### config.mk
export PLATFORM = sky130hd
export DESIGN_NAME = tile_match_game_fsm_flat
export DESIGN_NICKNAME = d
export VERILOG_FILES = /design/src/rtl/tile_match_game_if.sv /design/src/rtl/tile_match_game_fsm.sv /design/src/flat_wrapper.sv
export SDC_FILE = /design/constraint.sdc
export NUM_CORES = 1
export LEC_CHECK = 0
export ABC_CLOCK_PERIOD_IN_PS = 5600
export BUFFER_PORTS_ARGS = -buffer_cell sky130_fd_sc_hd__buf_2
export CAP_MARGIN = 20
export CORE_MARGIN = 4
export CORE_UTILIZATION = 50
export CTS_CLUSTER_SIZE = 10
export DETAILED_ROUTE_END_ITERATION = 8
export PLACE_DENSITY_LB_ADDON = 0.15
export SYNTH_ARGS = -nofsm -noshare
export SYNTH_HDL_FRONTEND = slang
export SYNTH_SLANG_ARGS = --single-unit
### constraint.sdc
create_clock -name CLOCK_50 -period 5.6 [get_ports CLOCK_50]
set_input_delay 0.56 -clock CLOCK_50 [delete_from_list [all_inputs] [get_ports CLOCK_50]]
set_output_delay 0.56 -clock CLOCK_50 [all_outputs]
set_load 0.05 [all_outputs]
### src/rtl/tile_match_game_if.sv
// Key input and board status bundle between the mode FSM and the in-game controller.
interface tile_match_game_if;
    logic        ingameOn;
    logic [7:0]  ps2_key_data;
    logic        ps2_key_pressed;
    logic        gameOver;
    logic [3:0]  cursor_pos;
    logic [15:0] revealed_mask;
    logic [15:0] matched_mask;
    logic [3:0]  pairs_found;
    logic [7:0]  move_count;
    logic [2:0]  currentGameState;

    // Mode FSM / keyboard side: drives keys, observes board status.
    modport master (
        output ingameOn, ps2_key_data, ps2_key_pressed,
        input  gameOver, cursor_pos, revealed_mask, matched_mask,
               pairs_found, move_count, currentGameState
    );

    // Game controller side.
    modport slave (
        input  ingameOn, ps2_key_data, ps2_key_pressed,
        output gameOver, cursor_pos, revealed_mask, matched_mask,
               pairs_found, move_count, currentGameState
    );
endinterface

### src/rtl/tile_match_game_fsm.sv
// In-game controller for a 4x4 tile-matching board: cursor movement, tile
// flipping, pair checking, timed reveal of mismatches and game completion.
module tile_match_game_fsm #(
    parameter int unsigned SHOW_CYCLES  = 25000000,
    parameter logic [47:0] BOARD_LAYOUT = 48'o7654321076543210
) (
    input  logic               CLOCK_50,
    input  logic               userquit,
    tile_match_game_if.slave   bus
);

    localparam int unsigned TIMER_W = (SHOW_CYCLES > 1) ? $clog2(SHOW_CYCLES) : 1;

    localparam logic [7:0] KEY_BREAK = 8'hF0;
    localparam logic [7:0] KEY_EXT   = 8'hE0;
    localparam logic [7:0] KEY_UP    = 8'h1D;
    localparam logic [7:0] KEY_DOWN  = 8'h1B;
    localparam logic [7:0] KEY_LEFT  = 8'h1C;
    localparam logic [7:0] KEY_RIGHT = 8'h23;
    localparam logic [7:0] KEY_SEL   = 8'h29;

    typedef enum logic [2:0] {
        IDLE  = 3'd0,
        PICK1 = 3'd1,
        PICK2 = 3'd2,
        CHECK = 3'd3,
        SHOW  = 3'd4,
        DONE  = 3'd5
    } state_t;

    state_t               state, state_n;
    logic [3:0]           cursor, cursor_n;
    logic [15:0]          revealed, revealed_n;
    logic [15:0]          matched, matched_n;
    logic [3:0]           pairs, pairs_n;
    logic [7:0]           moves, moves_n;
    logic                 brk, brk_n;
    logic [3:0]           first_idx, first_idx_n;
    logic [3:0]           second_idx, second_idx_n;
    logic [TIMER_W-1:0]   timer, timer_n;
    logic                 game_over, game_over_n;
    logic                 make_c;

    // Face value of a tile from the packed 3-bit-per-tile layout.
    function automatic logic [2:0] tile_val(input logic [3:0] idx);
        return BOARD_LAYOUT[3*idx +: 3];
    endfunction

    // State and board registers.
    always_ff @(posedge CLOCK_50 or posedge userquit) begin
        if (userquit) begin
            state      <= IDLE;
            cursor     <= '0;
            revealed   <= '0;
            matched    <= '0;
            pairs      <= '0;
            moves      <= '0;
            brk        <= 1'b0;
            first_idx  <= '0;
            second_idx <= '0;
            timer      <= '0;
            game_over  <= 1'b0;
        end else begin
            state      <= state_n;
            cursor     <= cursor_n;
            revealed   <= revealed_n;
            matched    <= matched_n;
            pairs      <= pairs_n;
            moves      <= moves_n;
            brk        <= brk_n;
            first_idx  <= first_idx_n;
            second_idx <= second_idx_n;
            timer      <= timer_n;
            game_over  <= game_over_n;
        end
    end

    // Key decode, next-state and next-board computation.
    always_comb begin
        state_n      = state;
        cursor_n     = cursor;
        revealed_n   = revealed;
        matched_n    = matched;
        pairs_n      = pairs;
        moves_n      = moves;
        brk_n        = brk;
        first_idx_n  = first_idx;
        second_idx_n = second_idx;
        timer_n      = timer;
        make_c       = 1'b0;

        // The byte after a break prefix is a key release and is swallowed.
        if (bus.ps2_key_pressed) begin
            if (brk) begin
                brk_n = 1'b0;
            end else if (bus.ps2_key_data == KEY_BREAK) begin
                brk_n = 1'b1;
            end else if (bus.ps2_key_data != KEY_EXT) begin
                make_c = 1'b1;
            end
        end

        case (state)
            IDLE: begin
                cursor_n     = '0;
                revealed_n   = '0;
                matched_n    = '0;
                pairs_n      = '0;
                moves_n      = '0;
                brk_n        = 1'b0;
                first_idx_n  = '0;
                second_idx_n = '0;
                timer_n      = '0;
                if (bus.ingameOn) state_n = PICK1;
            end
            PICK1, PICK2: begin
                if (make_c) begin
                    case (bus.ps2_key_data)
                        KEY_UP:    if (cursor[3:2] != 2'd0) cursor_n = cursor - 4'd4;
                        KEY_DOWN:  if (cursor[3:2] != 2'd3) cursor_n = cursor + 4'd4;
                        KEY_LEFT:  if (cursor[1:0] != 2'd0) cursor_n = cursor - 4'd1;
                        KEY_RIGHT: if (cursor[1:0] != 2'd3) cursor_n = cursor + 4'd1;
                        KEY_SEL: begin
                            if (state == PICK1) begin
                                if (!matched[cursor]) begin
                                    revealed_n[cursor] = 1'b1;
                                    first_idx_n        = cursor;
                                    state_n            = PICK2;
                                end
                            end else if (cursor != first_idx && !matched[cursor]) begin
                                revealed_n[cursor] = 1'b1;
                                second_idx_n       = cursor;
                                if (moves != 8'hFF) moves_n = moves + 8'd1;
                                state_n            = CHECK;
                            end
                        end
                        default: ;
                    endcase
                end
            end
            CHECK: begin
                if (tile_val(first_idx) == tile_val(second_idx)) begin
                    matched_n[first_idx]   = 1'b1;
                    matched_n[second_idx]  = 1'b1;
                    revealed_n[first_idx]  = 1'b0;
                    revealed_n[second_idx] = 1'b0;
                    pairs_n                = pairs + 4'd1;
                    state_n                = (pairs == 4'd7) ? DONE : PICK1;
                end else begin
                    timer_n = TIMER_W'(SHOW_CYCLES - 1);
                    state_n = SHOW;
                end
            end
            SHOW: begin
                if (timer == '0) begin
                    revealed_n[first_idx]  = 1'b0;
                    revealed_n[second_idx] = 1'b0;
                    state_n                = PICK1;
                end else begin
                    timer_n = timer - TIMER_W'(1);
                end
            end
            DONE: ;
            default: state_n = IDLE;
        endcase

        // Leaving the game from any active state wipes the board.
        if (state != IDLE && !bus.ingameOn) begin
            state_n      = IDLE;
            cursor_n     = '0;
            revealed_n   = '0;
            matched_n    = '0;
            pairs_n      = '0;
            moves_n      = '0;
            brk_n        = 1'b0;
            first_idx_n  = '0;
            second_idx_n = '0;
            timer_n      = '0;
        end

        game_over_n = (state_n == DONE);
    end

    assign bus.gameOver         = game_over;
    assign bus.cursor_pos       = cursor;
    assign bus.revealed_mask    = revealed;
    assign bus.matched_mask     = matched;
    assign bus.pairs_found      = pairs;
    assign bus.move_count       = moves;
    assign bus.currentGameState = state;

endmodule

### src/flat_wrapper.sv
// flat-port wrapper written by rule: the top's interface ports become plain ports
module tile_match_game_fsm_flat 
#(
    parameter int unsigned SHOW_CYCLES  = 25000000,
    parameter logic [47:0] BOARD_LAYOUT = 48'o7654321076543210
)
  (CLOCK_50, userquit, bus_ingameOn, bus_ps2_key_data, bus_ps2_key_pressed, bus_gameOver, bus_cursor_pos, bus_revealed_mask, bus_matched_mask, bus_pairs_found, bus_move_count, bus_currentGameState);
  tile_match_game_if bus_i ();
  input  logic CLOCK_50;
  input  logic userquit;
  input wire logic [$bits(bus_i.ingameOn)-1:0] bus_ingameOn;
  input wire logic [$bits(bus_i.ps2_key_data)-1:0] bus_ps2_key_data;
  input wire logic [$bits(bus_i.ps2_key_pressed)-1:0] bus_ps2_key_pressed;
  output wire logic [$bits(bus_i.gameOver)-1:0] bus_gameOver;
  output wire logic [$bits(bus_i.cursor_pos)-1:0] bus_cursor_pos;
  output wire logic [$bits(bus_i.revealed_mask)-1:0] bus_revealed_mask;
  output wire logic [$bits(bus_i.matched_mask)-1:0] bus_matched_mask;
  output wire logic [$bits(bus_i.pairs_found)-1:0] bus_pairs_found;
  output wire logic [$bits(bus_i.move_count)-1:0] bus_move_count;
  output wire logic [$bits(bus_i.currentGameState)-1:0] bus_currentGameState;
  assign bus_i.ingameOn = bus_ingameOn;
  assign bus_i.ps2_key_data = bus_ps2_key_data;
  assign bus_i.ps2_key_pressed = bus_ps2_key_pressed;
  assign bus_gameOver = bus_i.gameOver;
  assign bus_cursor_pos = bus_i.cursor_pos;
  assign bus_revealed_mask = bus_i.revealed_mask;
  assign bus_matched_mask = bus_i.matched_mask;
  assign bus_pairs_found = bus_i.pairs_found;
  assign bus_move_count = bus_i.move_count;
  assign bus_currentGameState = bus_i.currentGameState;
  tile_match_game_fsm #(.SHOW_CYCLES(SHOW_CYCLES), .BOARD_LAYOUT(BOARD_LAYOUT)) u_core (.CLOCK_50(CLOCK_50), .userquit(userquit), .bus(bus_i));
endmodule
# Yosys cells after proc, flatten, opt, wreduce, memory -nomap -nowiden
# Cells that the tools add are included.
[word_totals] word_cells=171 inputBits=12 output_inout_bits=52 reg_bits=86
[classes] magnitude_cmp=6 mul=2 n_reduce_logical=25 addsub=7 shifts=2 bitwise_logic=7 eq_ne=37 muxes=74
[ops] operator="$mux W16" n=10
[ops] operator="$shiftx A48 B7 Y3 const A" n=2
[ops] operator="$mux W25" n=3
[ops] operator="$pmux W25 S3" n=1
[ops] operator="$mux W4" n=18
[ops] operator="$pmux W16 S4" n=1
[ops] operator="$mux W8" n=6
[ops] operator="$or A16 B16 Y16" n=3
[ops] operator="$and A16 B16 Y16" n=2
[ops] operator="$not A16 Y16" n=2
[ops] operator="$pmux W16 S2" n=1
[ops] operator="$pmux W4 S2" n=4
[ops] operator="$mux W3" n=10
[ops] operator="$logic_not A25 Y1" n=1
[ops] operator="$sub A25 B1 Y25 const B" n=1
[ops] operator="$eq A8 B5 Y1 const B" n=3
[ops] operator="$ne A3 B1 Y1 const B" n=7
[ops] operator="$eq A8 B6 Y1 const B" n=2
[ops] operator="$ne A4 B2 Y1 const B" n=4
[ops] operator="$ne A8 B8 Y1 const B" n=2
[ops] operator="$pmux W4 S4" n=1
[ops] operator="$pmux W8 S2" n=1
[ops] operator="$lt A4 B5 Y1 const B" n=3
[ops] operator="$pmux W3 S5" n=1
[ops] operator="other kinds (35)" n=71

# Depth between registers and ports, before layout
# Gate-level depths: netlist of run 1.
[logic_depth] depth_word=11 mapped_depth=10

# Least setup slack after synthesis of run 1
# Ideal clock, no wire load.
[synth_path] kind="input -> register" startpoint="input port bus_ps2_key_data[2]" endpoint="register u_core.cursor[3], in the netlist u_core.bus.cursor_pos[3]" path_buffers=0 arrival_time_ns=2.734 path_stages=9 setup_slack_ns=2.745 required_ns=5.478 cell_sequence="or3b_1 -> nor4_1 -> inv_1 -> ha_1 -> a21o_1 -> a21oi_1 -> a221o_1 -> o21ai_0 -> a32o_1"
[synth_between] elab_chain_cells=7
[synth_lines] item="start, declared" line_no="flat_wrapper.sv:12" rtl="input wire logic [$bits(bus_i.ps2_key_data)-1:0] bus_ps2_key_data;"
[synth_lines] item="$ne A8 B8 Y1" line_no="tile_match_game_fsm.sv:98" rtl="end else if (bus.ps2_key_data != KEY_EXT) begin"
[synth_lines] item="$mux W1" line_no="tile_match_game_fsm.sv:98"
[synth_lines] item="$mux W1" line_no="tile_match_game_fsm.sv:96" rtl="end else if (bus.ps2_key_data == KEY_BREAK) begin"
[synth_lines] item="$mux W1" line_no="tile_match_game_fsm.sv:94" rtl="if (brk) begin"
[synth_lines] item="$mux W1" line_no="tile_match_game_fsm.sv:93" rtl="if (bus.ps2_key_pressed) begin"
[synth_lines] item="$ne A3 B1 Y1 (no source line)"
[synth_lines] item="$reduce_and A7 Y1 (no source line)"
[synth_lines] item="end signal, assigned" line_no="tile_match_game_fsm.sv:65" rtl="cursor <= cursor_n;"
[synth_lines] item="end, declared" line_no="tile_match_game_fsm.sv:32" rtl="logic [3:0] cursor, cursor_n;"
# Several ways; a longest one is shown, not always the timed one. The select of a mux whose other input is x is not followed.
# A chain may end at the register's enable or synchronous reset.

# Worst setup path after layout of run 1
[layout_path] startpoint="register u_core.cursor[1], in the netlist u_core.bus.cursor_pos[1]" endpoint="register u_core.second_idx[1]"
[layout_between] elab_chain_cells=6
[layout_lines] item="$bmux W1 S4 / $mux W4 (equally long branches)" line_no="tile_match_game_fsm.sv:130" rtl="end else if (cursor != first_idx && !matched[cursor]) begin"
[layout_lines] item="$mux W1 (implied by the code) / $mux W4 (equally long branches)" line_no="tile_match_game_fsm.sv:130, tile_match_game_fsm.sv:124"
[layout_lines] item="$logic_not A1 Y1 / $mux W4 (equally long branches)"
[layout_lines] item="$logic_and A1 B1 Y1 / $mux W4 (equally long branches)" line_no="tile_match_game_fsm.sv:130, tile_match_game_fsm.sv:117"
[layout_lines] item="$ne A3 B1 Y1 (no source line) / $pmux W4 S2 (equally long branches)"
[layout_lines] item="$reduce_and A5 Y1 (no source line) / $mux W4 (equally long branches)"
[layout_lines] item="end signal, assigned" line_no="tile_match_game_fsm.sv:72" rtl="second_idx <= second_idx_n;"
[layout_lines] item="end, declared" line_no="tile_match_game_fsm.sv:39" rtl="logic [3:0] second_idx, second_idx_n;"
# Several ways; a longest one is shown, not always the timed one. The select of a mux whose other input is x is not followed.

==> results.md, run 1 <==
* Total CTS buffers at 9
* Type of the most critical hold path: in -> async
* Warning count from the yosys run at 0
* CTS H-Tree Depth at 3
* RSZ-0062 raised after global routing: no
* Fin. Hold Viols at 0
* Max-slew violations at 0
* First-pass GRT wire length at 24.5 mm
* I/O pin cnt at 64
* Slew margin rel. at 34.0%
* Number of enable flip-flop cells after synthesis at 0
* Total grt overflow at 0
* Critical Path End Type: flop
* Most used cell along the critical path: mux2_2
* Worst-path cell chain: mux2_2 > o22ai_1 > o21ai_1 > o21ai_0 > buf_2 > a31oi_1 > mux2_2
* Crit path max fanout at 19
* Power Total at 1210 uW
* Critical Path RT at 5.85 ns
* Worst VDD drop at 0.109 mV
* Post-Syn Area at 5430 um2
* Max cap viols at 0
* Yosys reg bits at 86
* Setup CP Type: reg -> reg
* LEAKAGE at 0.00284 uW
* CP top delay family: compound AO/OA/AOI/OAI gates
* Run status: completed
* Bufs and invs on worst path at 1
* Seq/Total Area, Yosys at 39.6%
* Tcrit/Tclk final at 57.6%
* Vias in the first global route at 4780
* Max Clk Rate at 310 MHz
* Final instance area at 5980 um2
* Total Neg Setup Slack at 0 ns
* Area grow syn2layout at 10.1%
* Crit start category: flop
* CTS clk-pin slew, worst paths at 0.10 ns
* CTS Buffer Depth at 2
* Net count after synthesis at 638
* Hold_buf cts at 0
* CTS Root Cell: clkbuf_8
* Vias per cell at 6.41
* Syn Inst Count at 620
* Placed inst area at 5790 um2
* Worst slew pin tran at 0.990 ns
* Post_cts resized at 0
* # Post-CTS Setup Buffers at 0
* Core area at 10500 um2
* CP arrival at 3.47 ns
* Most frequent cells in the layout: dfrtp_1, nor2_1, buf_2
* Initial antenna violation count at 0
* First-iteration detailed-routing DRC count at 467
* Layout cells sized above 1 at 19.3%
* Wire length per cell at 18.4 um
* Die height at 112 um
* CTS tree: yes
* Most common cell after layout, fill and taps aside: dfrtp_1
* Ant diodes at 0
* Sink Count at 86
* Vias at 5148
* Ys flop type: dfrtp_1
* DRT Pass-1 Iters at 5
* # DRC at 0
* Fill cells at 985
* # rows at 37
* Buffers on Ports at 63
* Layout Nets at 680
* Slowest cell delay on critical path at 0.81 ns
* Final Wtd Congestion at 0.907
* Final setup fails at 0
* Routed wire length at 14.8 mm
* Count of cell types in the netlist at 74
* Die area at 12600 um2
* Initial Util at 51.9%
* P per Cell Area at 202 nW/um2
* Synth Area per Inst at 8.76 um2
* Final min period at 3.22 ns
* DRT antenna net count at 0
* Total GRT Usage at 23.4%
* Clock skew at 0.0149 ns
* Slowest-stage cell, CP: dfrtp_1
* Detailed Place HPWL at 10.6 mm
* Largest net degree at the start of global routing at 68
* Die Wd at 112 um
* FFs w/ async S/R, synth at 100%
* Clk Latency, worst-skew pair at 0.37 ns
[kinds of logic (layout without fill, tap and decap cells)]
kind of cell	count (synthesis)	count (layout)	share of synthesized area, %
and+or+nand+nor	225	225	21.9
AOI/OAI and AO/OA	215	215	26.7
DFF	86	86	39.6
buffers and inverters	56	103	4.22
muxes	20	20	4.08
xor gates and xnor gates	12	12	1.94
adders and majority gates	6	6	1.52
[stage by stage]
stage / utilization (%) / hold slack (ns) / setup slack (ns) / cells
6_report: 57.1 / 0.128 / 2.38 / 803
5_1_grt: 57.1 / 0.145 / 2.14 / 803
4_1_cts: 57.1 / 0.133 / 2.15 / 802
3_5_place_dp: 55.4 / 0.493 / 2.18 / 786
3_3_place_gp: 55.3 / 0.469 / 2.38 / 785
2_1_floorplan: - / 0.446 / 2.74 / 620
[synth_stat cells, types with 4 or more instances]
library cell / count / area [um2]
dfrtp_1: 86 / 2150
nor2_1: 64 / 240
o21ai_0: 62 / 310
a21oi_1: 43 / 215
nand2_1: 32 / 120
clkbuf_1: 31 / 116
o22ai_1: 21 / 131
nand2b_1: 20 / 125
nor3_1: 20 / 100
inv_1: 18 / 67.6
nand3_1: 15 / 75.1
a31oi_1: 14 / 87.6
mux2_2: 14 / 158
and3_1: 13 / 81.3
nor4_1: 11 / 68.8
a21o_1: 10 / 75.1
or2_2: 10 / 62.6
nand4_1: 8 / 50.1
o41ai_1: 7 / 61.3
o41ai_2: 7 / 114
xnor2_1: 6 / 52.6
xor2_1: 6 / 52.6
ha_1: 5 / 62.6
nand3b_1: 5 / 37.5
o31ai_1: 5 / 37.5
a41o_1: 4 / 40.0
and2_1: 4 / 25.0
o21a_1: 4 / 30.0
or4_1: 4 / 30.0
[layout make-up]
| class | instances | area [um2] | area share (%) |
|---|---|---|---|
| Clock inverter | 6 | 51.3 | 0.858 |
| Inverter | 18 | 68.8 | 1.15 |
| Sequential cell | 86 | 2150 | 36.0 |
| Timing Repair Buffer | 69 | 358 | 5.99 |
| Clock buffer | 10 | 128 | 2.14 |
| Tap cell | 136 | 170 | 2.85 |
| Multi-Input combinational cell | 478 | 3050 | 51.0 |
[layer usage]
layer | vias up | track usage, % | part of all wire, %
met3 | 26 | 3.72 | 7.2
met5 | - | 0 | 0
li1 | 2412 | - | -
met1 | 2486 | 35.3 | 47
met4 | 0 | 7.05 | 1.8
met2 | 224 | 34.7 | 43
[report_power, final]
part / internal (uW) / switching [uW]
Clock: 169 / 251
Sequential: 625 / 6.65
Combinational: 41.0 / 116
[flip-flops by register name, summed over array words and instances (netlist names)]
| register | count |
|---|---|
| u_core.bus.cursor_pos | 4 |
| u_core.bus.currentGameState | 3 |
| u_core.bus.gameOver | 1 |
| u_core.timer | 25 |
| u_core.bus.revealed_mask | 16 |
| u_core.bus.matched_mask | 16 |
| u_core.bus.move_count | 8 |
| u_core.second_idx | 4 |
| u_core.brk | 1 |
| u_core.bus.pairs_found | 4 |
| u_core.first_idx | 4 |
[path summary, 6_finish.rpt]
kind	slack, ns	end	cells after the start	startpoint
max	2.38	u_core.second_idx[1]	7	u_core.bus.cursor_pos[1]
min reg2reg	0.51	u_core.timer[23]	1	u_core.timer[23]
min in group CLOCK_50	0.45	u_core.brk	3	bus_ps2_key_data[4]
max in group asynchronous	4.28	u_core.bus.move_count[4]	3	userquit
min	0.13	u_core.timer[6]	2	userquit
max reg2reg	2.38	u_core.second_idx[1]	7	u_core.bus.cursor_pos[1]
(Power assumes the default switching activity.)
==> inputs of run 2 (changes only) <==
--- a/config.mk
+++ b/config.mk
@@ -5,7 +5,7 @@
 export SDC_FILE = /design/constraint.sdc
 export NUM_CORES = 1
 export LEC_CHECK = 0
-export ABC_CLOCK_PERIOD_IN_PS = 5600
+export ABC_CLOCK_PERIOD_IN_PS = 3200
 export BUFFER_PORTS_ARGS = -buffer_cell sky130_fd_sc_hd__buf_2
 export CAP_MARGIN = 20
 export CORE_MARGIN = 4
==> constraint.sdc (replaced) <==
create_clock -name CLOCK_50 -period 3.2 [get_ports CLOCK_50]
set_input_delay 0.32 -clock CLOCK_50 [delete_from_list [all_inputs] [get_ports CLOCK_50]]
set_output_delay 0.32 -clock CLOCK_50 [all_outputs]
set_load 0.05 [all_outputs]
==> results.md, run 2 (synthesized netlist as in run 1, its figures left out) <==
* Run status: completed
* # rows at 37
* Crit path max fanout at 14
* First-iteration detailed-routing DRC count at 504
* Slew margin rel. at 41.9%
* Max cap viols at 0
* Total GRT Usage at 24.1%
* Setup CP Type: reg -> reg
* Final min period at 2.75 ns
* DRT antenna net count at 0
* Net Sw Power at 643 uW
* Sw Share at 29.2%
* Total grt overflow at 0
* Initial Util at 51.9%
* Crit start category: flop
* Hold_buf cts at 0
* Core area at 10500 um2
* Total CTS buffers at 9
* Critical Path RT at 3.46 ns
* Detailed Place HPWL at 11.0 mm
* Die height at 112 um
* CTS Buffer Depth at 2
* Clk Latency, worst-skew pair at 0.38 ns
* Vias per cell at 6.40
* Clock group share of total power at 37.0%
* CP arrival at 3.01 ns
* Die area at 12600 um2
* Post_cts resized at 0
* Seq pwr share at 50.2%
* Combinational power share at 12.8%
* Die Wd at 112 um
* Ant diodes at 0
* Wire length per cell at 18.5 um
* CTS tree: yes
* P_int at 1560 uW
* P per Cell Area at 360 nW/um2
* Total Neg Setup Slack at 0 ns
* DRT Pass-1 Iters at 6
* Worst slew pin tran at 0.871 ns
* Setup crit start: u_core.timer[20]
* Largest reg by FF count: u_core.timer
* GRT met2 Usage at 35.5%
* Vias in the first global route at 4808
* # Post-CTS Setup Buffers at 0
* Routed wire length at 15.1 mm
* Number of flip-flops under the largest register name at 25
* Type of the most critical hold path: in -> async
* Hold Worst Slack at 0.0259 ns
* LEAKAGE at 0.00291 uW
* I/O pin cnt at 64
* Layout Nets at 692
* Max Clk Rate at 364 MHz
* Clock skew at 0.00857 ns
* Sink Count at 86
* CTS clk-pin slew, worst paths at 0.09 ns
* Largest net degree at the start of global routing at 49
* Fin. Hold Viols at 0
* Final setup fails at 0
* Layout cells sized above 1 at 20.9%
* Area grow syn2layout at 12.5%
* M3 GR Usage at 5.18%
* Worst VDD drop at 0.350 mV
* Fill cells at 988
* CTS Root Cell: clkbuf_8
* Met1 Use GR at 35.8%
* CTS H-Tree Depth at 3
* Initial antenna violation count at 0
* First-pass GRT wire length at 24.8 mm
* Buffers on Ports at 63
* Reg-to-Reg Start: u_core.timer[20]
* Tcrit/Tclk final at 85.8%
* Most common cell after layout, fill and taps aside: dfrtp_1
* RSZ-0062 raised after global routing: no
* Most frequent cells in the layout: dfrtp_1, nor2_1, buf_2
* GRT busiest layer: met1
* Final Wtd Congestion at 0.904
* Critical Path End Type: flop
* # DRC at 0
* Vias at 5212
* Max-slew violations at 0
## run 2: changes by cell type in the layout (fill, tap and decap cells not counted), sizes merged
cell and delta:
buf +11, inv -3, clkinvlp +2, bufinv +1
clkbuf +1
## run 2: final timing paths
kind / slack, ns / cells after the start / to
max reg2reg: 0.45 / 6 / u_core.bus.revealed_mask[10]
min reg2reg: 0.50 / 1 / u_core.timer[23]
min: 0.03 / 2 / u_core.timer[4]
max: 0.45 / 6 / u_core.bus.revealed_mask[10]
min in group CLOCK_50: 0.20 / 3 / u_core.brk
max in group asynchronous: 2.48 / 3 / u_core.bus.revealed_mask[15]
## run 2: area by class of cell
type,count,area [um2],area share [%]
well taps,136,170,2.79
repair buffers,81,463,7.58
inverters,18,68.8,1.13
multi-input cells,478,3050,49.9
clock inverters,6,70.1,1.15
flip-flops and latches,86,2150,35.2
clock buffers,10,138,2.25
## run 2: critical path: stages, from the launching register on
cell and delay [ns]:
dfrtp_1 0.46, nor4_1 0.52, nand4b_1 0.22, o41ai_2 0.39, a21o_1 0.37, nand3_4 0.26
o41ai_1 0.41
## run 2: per-layer routing
layer	wire length, um	vias to the layer above
met5	0	-
met4	255	0
met3	1060	22
met2	6570	214
met1	7190	2548
li1	-	2428
## run 2: power groups by stage
stage	registers (uW)	clock network, uW	logic (uW)
floorplan	1140	0	190
global placement	1130	0	275
detailed placement	1130	0	280
CTS	1100	826	281
global route	1110	885	309
finish	1100	813	281
## run 2: stage by stage
stage	setup WS (ns)	utilization (%)	instance area (um2)	cells	total power, uW
CTS	0.493	58.3	6100	814	2210
finish	0.455	58.4	6110	815	2200
detailed placement	0.384	56.3	5890	798	1410
floorplan	0.371	-	5430	620	1330
global placement	0.488	56.3	5890	798	1400
global route	0.213	58.4	6110	815	2300
==> inputs of run 3 (changes only) <==
--- a/config.mk
+++ b/config.mk
@@ -13,6 +13,7 @@
 export CTS_CLUSTER_SIZE = 10
 export DETAILED_ROUTE_END_ITERATION = 8
 export PLACE_DENSITY_LB_ADDON = 0.15
+export REMOVE_ABC_BUFFERS = 1
 export SYNTH_ARGS = -nofsm -noshare
 export SYNTH_HDL_FRONTEND = slang
 export SYNTH_SLANG_ARGS = --single-unit
==> constraint.sdc (replaced) <==
create_clock -name CLOCK_50 -period 3.2 [get_ports CLOCK_50]
set_input_delay 0.32 -clock CLOCK_50 [delete_from_list [all_inputs] [get_ports CLOCK_50]]
set_output_delay 0.32 -clock CLOCK_50 [all_outputs]
set_load 0.005 [all_outputs]
==> results.md, run 3 (synthesized netlist as in run 1, its figures left out) <==
* Clock group share of total power at 37.4%
* Die area at 12600 um2
* Vias per cell at 6.40
* Tcrit/Tclk final at 86.6%
* Reg-to-reg endpoint: u_core.timer[2]
* Layout cells sized above 1 at 20.9%
* Die height at 112 um
* Worst-path cell chain: or4_1 > nor3b_1 > and3_1 > o221a_2 > o21ai_0 > o311ai_0
* Met3 WL at 828 um
* Largest net degree at the start of global routing at 40
* P_int at 1570 uW
* Critical Path RT at 3.44 ns
* CP arrival at 3.02 ns
* Net Sw Power at 610 uW
* Run status: completed
* Slew margin rel. at 43.9%
* Fin. Hold Viols at 0
* Combinational power share at 12.0%
* CTS tree: yes
* Most frequent cells in the layout: dfrtp_1, nor2_1, buf_2
* CTS H-Tree Depth at 3
* Die Wd at 112 um
* Max Used Layer: met4
* Max cap viols at 0
* P per Cell Area at 357 nW/um2
* Routed wire length at 15.9 mm
* Detailed Place HPWL at 11.6 mm
* Reg2Reg Depth at 6
* Crit path max fanout at 34
* Max-slew violations at 0
* First-pass GRT wire length at 26.0 mm
* Setup CP Type: reg -> reg
* Wire length per cell at 19.5 um
* Vias at 5231
* Total CTS buffers at 9
* Clk Latency, worst-skew pair at 0.37 ns
* Initial Util at 51.9%
* Ant diodes at 0
* Number of flip-flops under the largest register name at 25
* Sw Share at 27.9%
* Fill cells at 984
* Core area at 10500 um2
* Area grow syn2layout at 12.5%
* Crit start category: flop
* LEAKAGE at 0.00292 uW
* Reg-to-Reg Start: u_core.timer[17]
* Clock skew at 0.00981 ns
* CTS Root Cell: clkbuf_8
* Total GRT Usage at 25.3%
* Critical Path End Type: flop
* # DRC at 0
* Post_cts resized at 0
* Final Wtd Congestion at 0.917
* R2R setup slack at 0.43 ns
* Buffers on Ports at 63
* Fin util at 58.4%
* Slowest cell delay on critical path at 0.68 ns
* Final min period at 2.77 ns
* Hold_buf cts at 0
* Sink Count at 86
* Largest reg by FF count: u_core.timer
* # rows at 37
* Total Neg Setup Slack at 0 ns
* Total grt overflow at 0
* Type of the most critical hold path: in -> async
* Vias in the first global route at 5060
* Initial antenna violation count at 0
* Worst slew pin tran at 0.841 ns
* # Post-CTS Setup Buffers at 0
* CTS clk-pin slew, worst paths at 0.09 ns
* Final setup fails at 0
* DRT antenna net count at 0
* RSZ-0062 raised after global routing: no
* First-iteration detailed-routing DRC count at 530
* Max Clk Rate at 361 MHz
* DRT Pass-1 Iters at 5
* Layout Nets at 694
* Worst VDD drop at 0.201 mV
* Most common cell after layout, fill and taps aside: dfrtp_1
* Metal2 WL at 7.69 mm
* Wl on met1 at 6.98 mm
* Seq pwr share at 50.6%
* Slowest-stage cell, CP: or4_1
* CTS Buffer Depth at 2
* I/O pin cnt at 64
-- run 3: changes by cell type in the layout (fill, tap and decap cells not counted) --
| cell | previous run | this run |
|---|---|---|
| clkbuf_8 | 10 | 11 |
| clkinvlp_4 | 3 | 1 |
| clkinv_2 | 1 | 2 |
| buf_4 | 16 | 19 |
| buf_12 | 1 | 0 |
| inv_6 | 1 | 0 |
| clkbuf_1 | 0 | 2 |
| clkinv_4 | 1 | 0 |
-- run 3: worst max-delay path by stage --
stage / slack, ns / endpoint / cells after the start / start
after global placement: 0.51 / u_core.bus.cursor_pos[3] / 11 / bus_ps2_key_data[2]
after detailed placement: 0.48 / u_core.bus.revealed_mask[10] / 7 / bus_ps2_key_data[2]
final: 0.43 / u_core.timer[2] / 6 / u_core.timer[17]
after CTS: 0.50 / u_core.timer[2] / 6 / u_core.timer[17]
after global routing: 0.24 / u_core.timer[2] / 6 / u_core.timer[17]
after floorplan: 0.37 / u_core.second_idx[0] / 6 / u_core.bus.cursor_pos[1]
-- run 3: cell type report --
type                       count  area, um2  share of cell area [%]
multi-input combinational    478       3050                    49.9
sequential                    86       2150                    35.2
timing repair buffer          83        465                    7.62
tap                          136        170                    2.79
clock buffer                  13        159                    2.60
inverter                      18       68.8                    1.13
clock inverter                 3       42.5                   0.697
-- run 3: routing by layer --
layer,vias to the layer above,GRT usage [%]
met5,-,0
met4,0,9.70
met3,35,2.80
met2,203,41.3
met1,2560,34.6
li1,2433,-
-- run 3: power by group through the flow --
stage	combinational, uW	sequential, uW	clock (uW)
after floorplan	170	1120	0
after CTS	262	1100	829
final	263	1100	816
after global routing	290	1110	875
after detailed placement	261	1130	0
after global placement	253	1130	0
-- run 3: critical path: cells and delay by family, from the launching register on --
family          cells  cell delay [ns]
flops               1             0.44
compound gates      3             0.92
simple gates        3             1.26
-- run 3: through the flow --
stage | setup WS (ns) | std cells | total power [uW] | instance area, um2 | hold slack, ns
after floorplan | 0.369 | 582 | 1290 | 5270 | 0.446
after global placement | 0.513 | 800 | 1380 | 5900 | 0.432
after detailed placement | 0.475 | 800 | 1390 | 5900 | 0.442
after CTS | 0.497 | 816 | 2200 | 6100 | 0.0352
after global routing | 0.235 | 817 | 2270 | 6110 | 0.0855
final | 0.430 | 817 | 2180 | 6110 | 0.0235
